--- src/rtl/dmem_access_ctrl.sv ---
`default_nettype none
// ============================================================================
// Module      : dmem_access_ctrl
// Description : Sequencer and arbiter in front of a word-organised data
//               memory. Two requesters share the memory: port C (core
//               load/store path) and port D (debug / program loader).
//               Memory accesses are always full words. Byte and halfword
//               loads are extracted and extended here. Byte and halfword
//               stores are done as read-modify-write.
//
// Ports       : clk, reset              clock, synchronous active-high reset
//               c_* / d_*               request side: req, we, addr, wd,
//                                       funct3 in; ack, err, rd out
//               mem_read, mem_write     memory strobes (never both high)
//               mem_addr, mem_wd        word-aligned address, write word
//               mem_funct3              always word access (3'b010)
//               mem_rd                  read word, valid the cycle after
//                                       mem_read
// Revision    : 1.0  initial release
// ============================================================================
module dmem_access_ctrl #(
    parameter int DM_ADDRESS = 9,
    parameter int DATA_W     = 32,
    parameter int MAX_WAIT   = 4
) (
    input  logic                  clk,
    input  logic                  reset,
    input  logic                  c_req,
    input  logic                  c_we,
    input  logic [DM_ADDRESS-1:0] c_addr,
    input  logic [DATA_W-1:0]     c_wd,
    input  logic [2:0]            c_funct3,
    output logic                  c_ack,
    output logic                  c_err,
    output logic [DATA_W-1:0]     c_rd,
    input  logic                  d_req,
    input  logic                  d_we,
    input  logic [DM_ADDRESS-1:0] d_addr,
    input  logic [DATA_W-1:0]     d_wd,
    input  logic [2:0]            d_funct3,
    output logic                  d_ack,
    output logic                  d_err,
    output logic [DATA_W-1:0]     d_rd,
    output logic                  mem_read,
    output logic                  mem_write,
    output logic [DM_ADDRESS-1:0] mem_addr,
    output logic [2:0]            mem_funct3,
    output logic [DATA_W-1:0]     mem_wd,
    input  logic [DATA_W-1:0]     mem_rd
);

    localparam logic [2:0] S_IDLE  = 3'd0;
    localparam logic [2:0] S_RD    = 3'd1;
    localparam logic [2:0] S_MERGE = 3'd2;
    localparam logic [2:0] S_WR    = 3'd3;
    localparam logic [2:0] S_RESP  = 3'd4;

    localparam logic [3:0] C_MAX_WAIT = 4'(MAX_WAIT);
    localparam logic [2:0] C_F3_WORD  = 3'b010;

    logic [2:0]            r_state;
    logic [2:0]            w_next;
    logic                  r_sel_d;
    logic                  r_we;
    logic [DM_ADDRESS-1:0] r_addr;
    logic [DATA_W-1:0]     r_wd;
    logic [2:0]            r_f3;
    logic                  r_err;
    logic [3:0]            r_starve;
    logic [DATA_W-1:0]     r_word;

    // ------------------------------------------------------------------
    // Arbitration and request decode (only meaningful in IDLE)
    // ------------------------------------------------------------------
    logic                  w_any;
    logic                  w_grant_d;
    logic                  w_we;
    logic [DM_ADDRESS-1:0] w_addr;
    logic [2:0]            w_f3;
    logic                  w_err;

    assign w_any     = c_req | d_req;
    // D only wins over a live C request once it has waited MAX_WAIT grants.
    assign w_grant_d = d_req & (~c_req | (r_starve == C_MAX_WAIT));
    assign w_we      = w_grant_d ? d_we     : c_we;
    assign w_addr    = w_grant_d ? d_addr   : c_addr;
    assign w_f3      = w_grant_d ? d_funct3 : c_funct3;

    always_comb begin
        w_err = 1'b0;
        case (w_f3)
            3'b000:          w_err = 1'b0;
            3'b001:          w_err = w_addr[0];
            3'b010:          w_err = |w_addr[1:0];
            3'b100:          w_err = w_we;
            3'b101:          w_err = w_we | w_addr[0];
            default:         w_err = 1'b1;
        endcase
    end

    // ------------------------------------------------------------------
    // Next-state logic
    // ------------------------------------------------------------------
    always_comb begin
        w_next = r_state;
        case (r_state)
            S_IDLE: begin
                if (w_any) begin
                    if (w_err)                 w_next = S_RESP;
                    else if (!w_we)            w_next = S_RD;
                    else if (w_f3 == C_F3_WORD) w_next = S_WR;
                    else                       w_next = S_RD;
                end
            end
            S_RD:    w_next = r_we ? S_MERGE : S_RESP;
            S_MERGE: w_next = S_WR;
            S_WR:    w_next = S_RESP;
            S_RESP:  w_next = S_IDLE;
            default: w_next = S_IDLE;
        endcase
    end

    // ------------------------------------------------------------------
    // Lane shifting for sub-word loads and stores
    // ------------------------------------------------------------------
    logic [4:0]        w_lane_sh;
    logic [DATA_W-1:0] w_mask;
    logic [DATA_W-1:0] w_ins;
    logic [DATA_W-1:0] w_merged;
    logic [DATA_W-1:0] w_shifted;
    logic [DATA_W-1:0] w_load;

    assign w_lane_sh = {r_addr[1:0], 3'b000};
    // funct3[0] distinguishes halfword (SH) from byte (SB).
    assign w_mask    = (r_f3[0] ? 32'h0000_FFFF : 32'h0000_00FF) << w_lane_sh;
    assign w_ins     = (r_f3[0] ? {16'h0000, r_wd[15:0]} : {24'h000000, r_wd[7:0]}) << w_lane_sh;
    assign w_merged  = (mem_rd & ~w_mask) | (w_ins & w_mask);
    assign w_shifted = mem_rd >> w_lane_sh;

    always_comb begin
        w_load = w_shifted;
        case (r_f3)
            3'b000:  w_load = {{24{w_shifted[7]}},  w_shifted[7:0]};
            3'b001:  w_load = {{16{w_shifted[15]}}, w_shifted[15:0]};
            3'b100:  w_load = {24'h000000, w_shifted[7:0]};
            3'b101:  w_load = {16'h0000,   w_shifted[15:0]};
            default: w_load = w_shifted;
        endcase
    end

    // ------------------------------------------------------------------
    // State and transaction registers
    // ------------------------------------------------------------------
    always_ff @(posedge clk) begin
        if (reset) begin
            r_state  <= S_IDLE;
            r_sel_d  <= 1'b0;
            r_we     <= 1'b0;
            r_addr   <= '0;
            r_wd     <= '0;
            r_f3     <= 3'b000;
            r_err    <= 1'b0;
            r_starve <= 4'd0;
            r_word   <= '0;
        end else begin
            r_state <= w_next;
            if (r_state == S_IDLE) begin
                if (w_any) begin
                    r_sel_d <= w_grant_d;
                    r_we    <= w_we;
                    r_addr  <= w_addr;
                    r_wd    <= w_grant_d ? d_wd : c_wd;
                    r_f3    <= w_f3;
                    r_err   <= w_err;
                end
                if (!d_req || w_grant_d)
                    r_starve <= 4'd0;
                else if (r_starve != C_MAX_WAIT)
                    r_starve <= r_starve + 4'd1;
            end
            if (r_state == S_MERGE)
                r_word <= w_merged;
        end
    end

    // ------------------------------------------------------------------
    // Outputs, decoded from state so they are all zero outside their slot
    // ------------------------------------------------------------------
    logic              w_resp;
    logic              w_mem_act;
    logic [DATA_W-1:0] w_rd_val;

    assign w_resp    = (r_state == S_RESP);
    assign w_mem_act = (r_state == S_RD) || (r_state == S_WR);
    assign w_rd_val  = (w_resp && !r_err && !r_we) ? w_load : '0;

    assign c_ack = w_resp & ~r_sel_d;
    assign d_ack = w_resp &  r_sel_d;
    assign c_err = c_ack & r_err;
    assign d_err = d_ack & r_err;
    assign c_rd  = c_ack ? w_rd_val : '0;
    assign d_rd  = d_ack ? w_rd_val : '0;

    assign mem_read   = (r_state == S_RD);
    assign mem_write  = (r_state == S_WR);
    assign mem_funct3 = C_F3_WORD;
    assign mem_addr   = w_mem_act ? {r_addr[DM_ADDRESS-1:2], 2'b00} : '0;
    assign mem_wd     = (r_state == S_WR) ? ((r_f3 == C_F3_WORD) ? r_wd : r_word) : '0;

endmodule
`default_nettype wire

--- config.mk ---
export PLATFORM = sky130hd
export DESIGN_NAME = dmem_access_ctrl
export DESIGN_NICKNAME = d
export VERILOG_FILES = /design/src/rtl/dmem_access_ctrl.sv
export SDC_FILE = /design/constraint.sdc
export NUM_CORES = 1
export LEC_CHECK = 0
export CORE_UTILIZATION = 32
export CTS_CLUSTER_DIAMETER = 100
export DETAILED_ROUTE_END_ITERATION = 8
export PLACE_DENSITY_LB_ADDON = 0.3
export SETUP_SLACK_MARGIN = 0.5
export SLEW_MARGIN = 20
export SYNTH_ARGS = -nofsm -noshare
export SYNTH_HDL_FRONTEND = slang
export SYNTH_SLANG_ARGS = --single-unit
--- constraint.sdc ---
create_clock -name clk -period 1.8 [get_ports clk]
set_input_delay 0.27 -clock clk [delete_from_list [all_inputs] [get_ports clk]]
set_output_delay 0.27 -clock clk [all_outputs]
set_load 0.005 [all_outputs]
==> metrics.log, run 1 <==
INFO  metric synth_area_per_cell = approximately 7.5 um^2
INFO  metric preCtsSetupSlack = -0.8208 ns
INFO  metric power_report.internal_total = between 5 and 6 mW
INFO  metric wirelength_met1 = ~12 mm
INFO  metric netlist-cell-type-count = between 50 and 60
INFO  metric antenna_cells_inserted = 0
INFO  metric htreeDepth = 3
INFO  metric worst_setup_path_startpoint = r_state[1]
INFO  metric core = roughly 17,000 um^2
INFO  metric clk_transition_reported_paths = 0.06 ns
INFO  metric final-setup-viol-count = between 100 and 150
INFO  metric r2r_start = r_state[0]
INFO  metric die_w = roughly 140 um
INFO  metric grtUsageTotal = 27.32%
INFO  metric timing.critical_path.required = 1.53 ns
INFO  metric crit_path_cell_trace = or4b_4 -> nor3_4 -> o211ai_4 -> buf_6 -> buf_6 -> buf_6 -> nor2b_4 -> buf_2
INFO  metric post-route-drc-count = 0
INFO  metric io_buffers = 234
INFO  metric crit_path_slowest_cell = or4b_4
INFO  metric finalNetCount = approximately 1.4k
INFO  metric rr_worst_depth = 9
INFO  metric grt_pass1_vias = around 7k
INFO  metric cap_viol_max_count = 0
INFO  metric ys_seq_area_share = 29.77%
INFO  metric synth.top_cells.by_area = dfxtp_1 (30%), mux2i_1 (11%), nor2_1 (8.9%)
INFO  metric synth-main-ff-cell = dfxtp_1
INFO  metric clock.fmax = slightly below 400 MHz
INFO  metric power_leakage = around 5.5 nW
INFO  metric power.density_cell_area = 662.4 nW/um^2
INFO  metric path_max_fanout = 5
INFO  metric layout_min_cycle_time = 2.537 ns
INFO  metric timing_worst_setup_path_type = reg -> out
INFO  metric floorplan.initialDensity = 33.09%
INFO  metric finalSetupTns = -49.61 ns
INFO  metric met3RoutedLength = between 2 and 3 mm
INFO  metric final.setup.worst_slack = -0.7372 ns
INFO  metric worst_setup_path_start_kind = flip-flop
INFO  metric min_path_cells = 2
INFO  metric num_io_pins = 240
INFO  metric detail_route.first_pass.iterations = 8
INFO  metric cp-endpoint = c_rd[22]
INFO  metric route.antenna.remaining_nets = 0
INFO  metric core_util_final = 74.00%
INFO  metric die_height = about 140 um
INFO  metric vias = roughly 8k
INFO  metric cp_top_family = simple AND/OR/NAND/NOR gates
INFO  metric finalPower = between 8 and 9 mW
INFO  metric ctsRootBufferMaster = clkbuf_16
INFO  metric maximum_number_of_pins_on_one_net_before_global_route_repair = 33
INFO  metric clkSinkCount = 86
INFO  metric transition_time_at_the_pin_with_the_least_slew_margin = between 0.7 and 0.8 ns
INFO  metric dpl_cell_area = between 9000 and 10,000 um^2
INFO  metric final_common_cell = buf_6
INFO  metric synth_top_area_share = between 20% and 30%
INFO  metric routabilityCongestion = 0.9100
INFO  metric fin_crit_sh = 141.0%
INFO  metric finalNonFillerCells = 1,459
INFO  metric failed_checks = negative setup slack
INFO  metric die_area = between 15,000 and 20,000 um^2
INFO  metric met2WireLength = around 15 mm
INFO  metric ir_drop_worst_case_vdd = between 0.0005 and 0.0006 V
INFO  metric synthArstFlopShare = 0%
INFO  metric initial_antenna_violation_count = 0
INFO  metric wl_per_cell = about 21 um
INFO  metric path_depth = 8
INFO  metric yosys_warnings = 0
INFO  metric post_synth_inst_count = 775
INFO  metric clockPowerShare = between 20% and 30%
INFO  metric finish.instance_area = roughly 13,000 um^2
INFO  metric setup.worst_path.end_class = primary output
INFO  metric top_layer_used = met4
INFO  metric number_of_rows_in_the_core_area = 48
INFO  metric grt_first_pass_wirelength = around 39 mm
INFO  metric critPathArrivalTime = roughly 2.3 ns
INFO  metric r2r_setup_slack = -0.18 ns
INFO  metric cp_num_buf_inv = 4
INFO  metric timing.hold.worst.class = in -> reg
INFO  metric drt_iter0_drc = between 700 and 800
INFO  metric biggest_cell_delay_along_the_critical_path = roughly 0.57 ns
INFO  metric dpl.cell_count = between 1k and 1.5k
INFO  metric edff_count_synth = 0
INFO  metric drive_gt1_share = around 57%
INFO  metric overflow_left_after_global_routing = 0
INFO  metric run_status = finished, violations left
INFO  metric dp_hpwl = around 17 mm
INFO  metric ys_seq_elements = 86
INFO  metric final_max_tran_viols = 0
INFO  metric p_comb_share = between 40% and 50%
INFO  metric layout-area-overhead-vs-synth = 123.6%
INFO  metric timing.slew.headroom = between 50% and 60%
INFO  metric cts-root-to-sink-buffers = 2
INFO  metric tritoncts_clock_tree = done
INFO  metric timing.rr.end = r_word[18]
INFO  metric synthesis.area = ~5800 um^2
INFO  metric switching_share = a little over a third
INFO  metric synth_top_cell_by_area = dfxtp_1
INFO  metric sequentialPowerShare = 27.1%
INFO  metric path_common_cell = buf_6
INFO  metric avg_vias_per_cell = between 5 and 6
INFO  metric cts_buffers = 9
INFO  metric route.final.wire_length = a little over 30 mm
INFO  metric grt_setup_unrepaired = yes
INFO  metric clk-insertion-delay-late = between 0.3 and 0.4 ns
INFO  metric netSwitchingPower = around 3.0 mW
INFO  metric most_frequent_cells_in_the_layout = buf_6 (130), clkdlybuf4s50_1 (122), buf_4 (105)
INFO  metric final-hold-violation-count = 0
INFO  metric finalClockSkew = ~0.013 ns
INFO  metric hold_slack = roughly 0.34 ns
## cells in the mapped netlist, drive strengths merged, types with 7 or more instances
| cell type | number |
|---|---|
| dfxtp | 86 |
| inv | 9 |
| a211oi | 52 |
| and3b | 9 |
| nor2 | 139 |
| a221oi | 10 |
| buf | 40 |
| a211o | 18 |
| o211ai | 10 |
| nor2b | 15 |
| and2 | 7 |
| nand2 | 113 |
| a311oi | 8 |
| a21oi | 73 |
| mux2i | 64 |
| and2b | 7 |
| mux2 | 9 |
| clkbuf | 36 |
| o21ai | 28 |
## what timing repair did
item,4_1_cts,5_1_grt
hold buffers,0,0
setup endpoints to repair,191,195
cloned,14,11
buffers inserted,80,49
gates resized for setup,587,294
pin swaps,98,129
## power by group through the flow
| stage | registers, mW | logic, mW | clock network [mW] |
|---|---|---|---|
| 5_1_grt | 2.32 | 4.34 | 2.17 |
| 6_report | 2.32 | 4.17 | 2.08 |
| 3_3_place_gp | 2.26 | 2.39 | 0 |
| 2_1_floorplan | 2.24 | 1.41 | 0 |
| 4_1_cts | 2.24 | 3.13 | 2.08 |
| 3_5_place_dp | 2.27 | 2.40 | 0 |
## flip-flops by register name, summed over array words and instances (netlist names)
name	cells
r_addr	9
r_err	1
r_f3	3
r_sel_d	1
r_starve	4
r_state	3
r_wd	32
r_we	1
r_word	32
## cell type report
cell class	count	area (um^2)
repair buffers	517	5284
flip-flops and latches	86	1737
inverters	9	38.79
clock inverters	5	82.58
fillers	1116	4543
clock buffers	10	239.0
well taps	225	281.5
multi-input cells	607	5271
## cells by family (layout without fill, tap and decap cells)
kind of cell / Yosys count / count (layout) / share of synthesized area [%]
AOI/OAI and AO/OA: 208 / 208 / 23.76
xor gates and xnor gates: 4 / 4 / 0.6059
adders and majority gates: 2 / 2 / 0.4326
buffers and inverters: 85 / 541 / 7.616
DFF: 86 / 86 / 29.77
muxes: 74 / 74 / 13.22
other: 2 / 5 / 0.1299
and+or+nand+nor: 314 / 314 / 24.47
## worst min path at each step
stage | start | endpoint | slack [ns]
after global routing | reset | r_wd[21] | 0.34
final | reset | r_wd[21] | 0.34
after detailed placement | r_word[29] | r_word[29] | 0.44
after global placement | r_word[31] | r_word[31] | 0.44
after floorplan | mem_rd[16] | r_word[16] | 0.41
after CTS | reset | r_f3[0] | 0.31
## metal layers
| metal | global-route usage [%] | vias up |
|---|---|---|
| met5 | 0 | - |
| li1 | - | 3639 |
| met4 | 10.19 | 0 |
| met3 | 6.115 | 131 |
| met2 | 44.87 | 514 |
| met1 | 34.67 | 3847 |
Note: power is estimated with default switching activity, not from simulation.
==> run 2: changes to the inputs <==
Settings changed: ABC_AREA set to 1, SETUP_SLACK_MARGIN 0.5 to not set.
==> run 2 against run 1 <==
Register-to-register slack better by 0.29 ns. Non-clock buffer count fell by 113. Critical endpoint is now c_rd[29]. The flow finishes with violations (design-rule violations, negative setup slack). Core utilization down 14 points. Count of clock-buffer cells in the layout fell by 1. Synthesized cell count grew 29%. Critical path depth up 3. Largest cell class is now multi-input gates. Final area is 16% lower. Clock power shrank 9%.
==> metrics.log, run 2 <==
INFO  metric final-setup-viol-count = 100 (-31%)
INFO  metric number_of_rows_in_the_core_area = 49 (+2.1%)
INFO  metric synth-main-ff-cell = dfxtp_1
INFO  metric final_common_cell = nand2_1
INFO  metric worst_setup_path_startpoint = r_state[0]
INFO  metric htreeDepth = 3 (unchanged)
INFO  metric post_cts_hold_buffer_count = 0 (unchanged)
INFO  metric cts-root-to-sink-buffers = 2 (unchanged)
INFO  metric cts_buffers = 9 (unchanged)
INFO  metric layout_min_cycle_time = 2.188 ns (-0.3488 ns)
INFO  metric drt_iter0_drc = 593 (-22%)
INFO  metric most_frequent_cells_in_the_layout = nand2_1 (225), clkdlybuf4s50_1 (124), buf_4 (105)
INFO  metric synthArstFlopShare = 0% (unchanged)
INFO  metric synth_area_per_cell = 6.039 um^2 (-19%)
INFO  metric final.setup.worst_slack = -0.3884 ns (+0.3488 ns)
INFO  metric die_area = 19,350 um^2 (+3.9%)
INFO  metric power.density_cell_area = 749.5 nW/um^2 (+13%)
INFO  metric hold_slack = 0.4952 ns (+0.1579 ns)
INFO  metric synth_top_cells_by_count = nand2_1 (247), nor2_1 (137), inv_1 (102)
INFO  metric dpl_cell_area = 9255 um^2 (-2.5%)
INFO  metric tritoncts_clock_tree = done
INFO  metric initial_antenna_violation_count = 0 (unchanged)
INFO  metric power_leakage = 5.168 nW (-6.2%)
INFO  metric r2r_start = r_state[0]
INFO  metric grt_pass1_vias = 7,627 (+5.8%)
INFO  metric cp_num_buf_inv = 6 (+2)
INFO  metric critPathArrivalTime = 1.92 ns (-0.35 ns)
INFO  metric synthesis.area = 6015 um^2 (+4.0%)
INFO  metric cap_viol_max_count = 0 (unchanged)
INFO  metric biggest_cell_delay_along_the_critical_path = 0.36 ns (-0.21 ns)
INFO  metric route.final.wire_length = 25.90 mm (-17%)
INFO  metric finalClockSkew = 0.005450 ns (-0.008023 ns)
INFO  metric finalNetCount = 1,469 (+8.2%)
INFO  metric wl_per_cell = 16.45 um (-23%)
INFO  metric synth_most_common_cell = nand2_1
INFO  metric finish.instance_area = 10,870 um^2 (-16%)
INFO  metric die_w = 139.1 um (+2.0%)
INFO  metric routabilityCongestion = 0.8700 (-4.4%)
INFO  metric finalNonFillerCells = 1,575 (+8.0%)
INFO  metric ctsRootBufferMaster = clkbuf_16
INFO  metric dp_hpwl = 17.24 mm (+0.82%)
INFO  metric netlist-cell-type-count = 35 (-39%)
INFO  metric post-route-drc-count = 12 (+12)
INFO  metric timing.hold.worst.class = reg -> reg
INFO  metric clk_transition_reported_paths = 0.06 ns (about the same)
INFO  metric crit_path_cell_trace = nor2_4 -> inv_2 -> nor2_2 -> inv_2 -> nor3_4 -> buf_6 -> buf_16 -> buf_8 -> nand3_4 -> nor2_1 -> buf_2
INFO  metric layout_top_registers = r_wd: 32 flops, r_word: 32 flops, r_addr: 9 flops
INFO  metric crit_path_slowest_cell = dfxtp_4
INFO  metric cp_top_family = buffers and inverters
INFO  metric worst_hold_startpoint = r_addr[2]
INFO  metric clock.fmax = 456.9 MHz (+16%)
INFO  metric synth_top_cell_by_area = dfxtp_1
INFO  metric io_buffers = 234 (unchanged)
INFO  metric num_io_pins = 240 (unchanged)
INFO  metric ir_drop_worst_case_vdd = 0.0005765 V (-1.7%)
INFO  metric timing.critical_path.required = 1.53 ns (about the same)
INFO  metric detail_route.first_pass.iterations = 7 (-1)
INFO  metric path_max_fanout = 7 (+2)
INFO  metric vias = 8,059 (-0.89%)
INFO  metric floorplan.initialDensity = 33.03% (-0.059 points)
INFO  metric post_synth_inst_count = 996 (+29%)
INFO  metric clk-insertion-delay-late = 0.35 ns (about the same)
INFO  metric ys_seq_area_share = 28.62% (-1.1 points)
INFO  metric avg_vias_per_cell = 5.117 (-8.2%)
INFO  metric maximum_number_of_pins_on_one_net_before_global_route_repair = 72 (+120%)
INFO  metric edff_count_synth = 0 (unchanged)
INFO  metric route.antenna.remaining_nets = 0 (unchanged)
INFO  metric final_max_tran_viols = 0 (unchanged)
INFO  metric run_status = finished, violations left
INFO  metric layout-area-overhead-vs-synth = 80.80%
INFO  metric timing.slew.headroom = 63.34% (+11 points)
INFO  metric grt_first_pass_wirelength = 39.02 mm (+1.2%)
INFO  metric synth.top_cells.by_area = dfxtp_1 (29%), nand2_1 (15%), nor2_1 (8.6%)
INFO  metric final-hold-violation-count = 0 (unchanged)
INFO  metric path_common_cell = inv_2
INFO  metric worst_setup_path_start_kind = flip-flop
INFO  metric setup.worst_path.end_class = primary output
INFO  metric preCtsSetupSlack = -0.9704 ns (-0.1496 ns)
INFO  metric core = 18,210 um^2 (+4.2%)
INFO  metric timing_worst_setup_path_type = reg -> out
INFO  metric synth_top_area_share = 28.62% (-1.1 points)
INFO  metric die_height = 139.1 um (+2.0%)
INFO  metric drive_gt1_share = 34.92% (-23 points)
INFO  metric finalPower = 8.150 mW (-4.9%)
INFO  metric ys_seq_elements = 86 (unchanged)
INFO  metric clkSinkCount = 86 (unchanged)
INFO  metric yosys_warnings = 0 (unchanged)
INFO  metric grtUsageTotal = 25.35% (-2.0 points)
INFO  metric transition_time_at_the_pin_with_the_least_slew_margin = 0.5463 ns (-0.1635 ns)
INFO  metric fin_crit_sh = 121.6% (-19 points)
INFO  metric failed_checks = design-rule violations, negative setup slack
INFO  metric antenna_cells_inserted = 0 (unchanged)
INFO  metric overflow_left_after_global_routing = 0 (unchanged)
INFO  metric dpl.cell_count = 1,492 (+16%)
INFO  metric grt_setup_unrepaired = yes
-- run 2: changes by cell type after synthesis, moves of 49 or more --
cell / previous run / this run
nand2_1: 113 / 247
nand3_1: 2 / 100
inv_1: 9 / 102
mux2i_1: 64 / 7
a211oi_1: 52 / 1
o21ai_0: 28 / 77
-- run 2: final cells by class --
class	count	area, um^2
clock buffer	9	225.2
clock inverter	7	73.82
fill	1632	7335
inverter	111	445.4
multi-input combinational	728	4315
sequential	86	1734
tap	229	286.5
timing repair buffer	404	3785
timing repair inverter	1	8.758
-- run 2: per-layer routing --
metal / part of all wire (%) / vias up / GRT usage (%)
met4: 3.6 / 0 / 10.12
met1: 40 / 3752 / 30.44
met2: 50 / 300 / 43.70
met3: 6.9 / 66 / 5.698
met5: 0 / - / 0
li1: - / 3941 / -
-- run 2: logic make-up (layout without fill, tap and decap cells) --
family          after synthesis  in the layout  synth area share (%)
simple gates                506            507                 36.01
mux                           7              7                 1.165
compound gates              205            205                 19.93
flops                        86             86                 28.62
buf+inv                     186            532                 13.44
xor+xnor                      2              2                0.2913
fa+ha+maj                     2              2                0.4160
other cells                   2              5                0.1249
-- run 2: metrics by stage --
stage	util [%]	TNS, ns
after global placement	50.83	-52.50
final	59.72	-28.49
after floorplan	-	0
after detailed placement	50.83	-56.92
after CTS	55.47	-36.13
after global routing	59.72	-36.54
-- run 2: final timing paths --
path | to | slack, ns | cells past startpoint
max reg2reg | r_wd[22] | 0.11 | 10
max | c_rd[29] | -0.39 | 11
min reg2reg | r_addr[2] | 0.50 | 2
min | r_addr[2] | 0.50 | 2
-- run 2: worst register-to-register path, stage by stage (launching register included) --
cell      delay (ns)
dfxtp_4         0.36
nor2_4          0.11
inv_2           0.05
buf_4           0.13
nor2_4          0.13
inv_4           0.07
nor2_8          0.22
buf_12          0.21
nand3_1         0.10
o211ai_1        0.12
inv_1           0.08
-- run 2: power by group --
part	total, mW	internal, mW	switching (mW)	leakage (nW)
clock	1.90	1.08	0.821	0.134
combinational	3.92	1.83	2.09	4.33
sequential	2.33	2.12	0.210	0.709
total	8.15	5.03	3.12	5.17
-- run 2: timing repair --
action,4_1_cts,5_1_grt
endpoints found under the hold margin,0,0
endpoints found under the setup margin,120,150
gates resized for setup,540,195
pin swaps,94,94
cloned,10,6
setup buffers,46,16
==> run 3: changes to the inputs <==
Settings changed: SLEW_MARGIN 20 to 5.
==> results of run 3 <==
No change in the layout: final DEF, timing and power equal those of run 2.
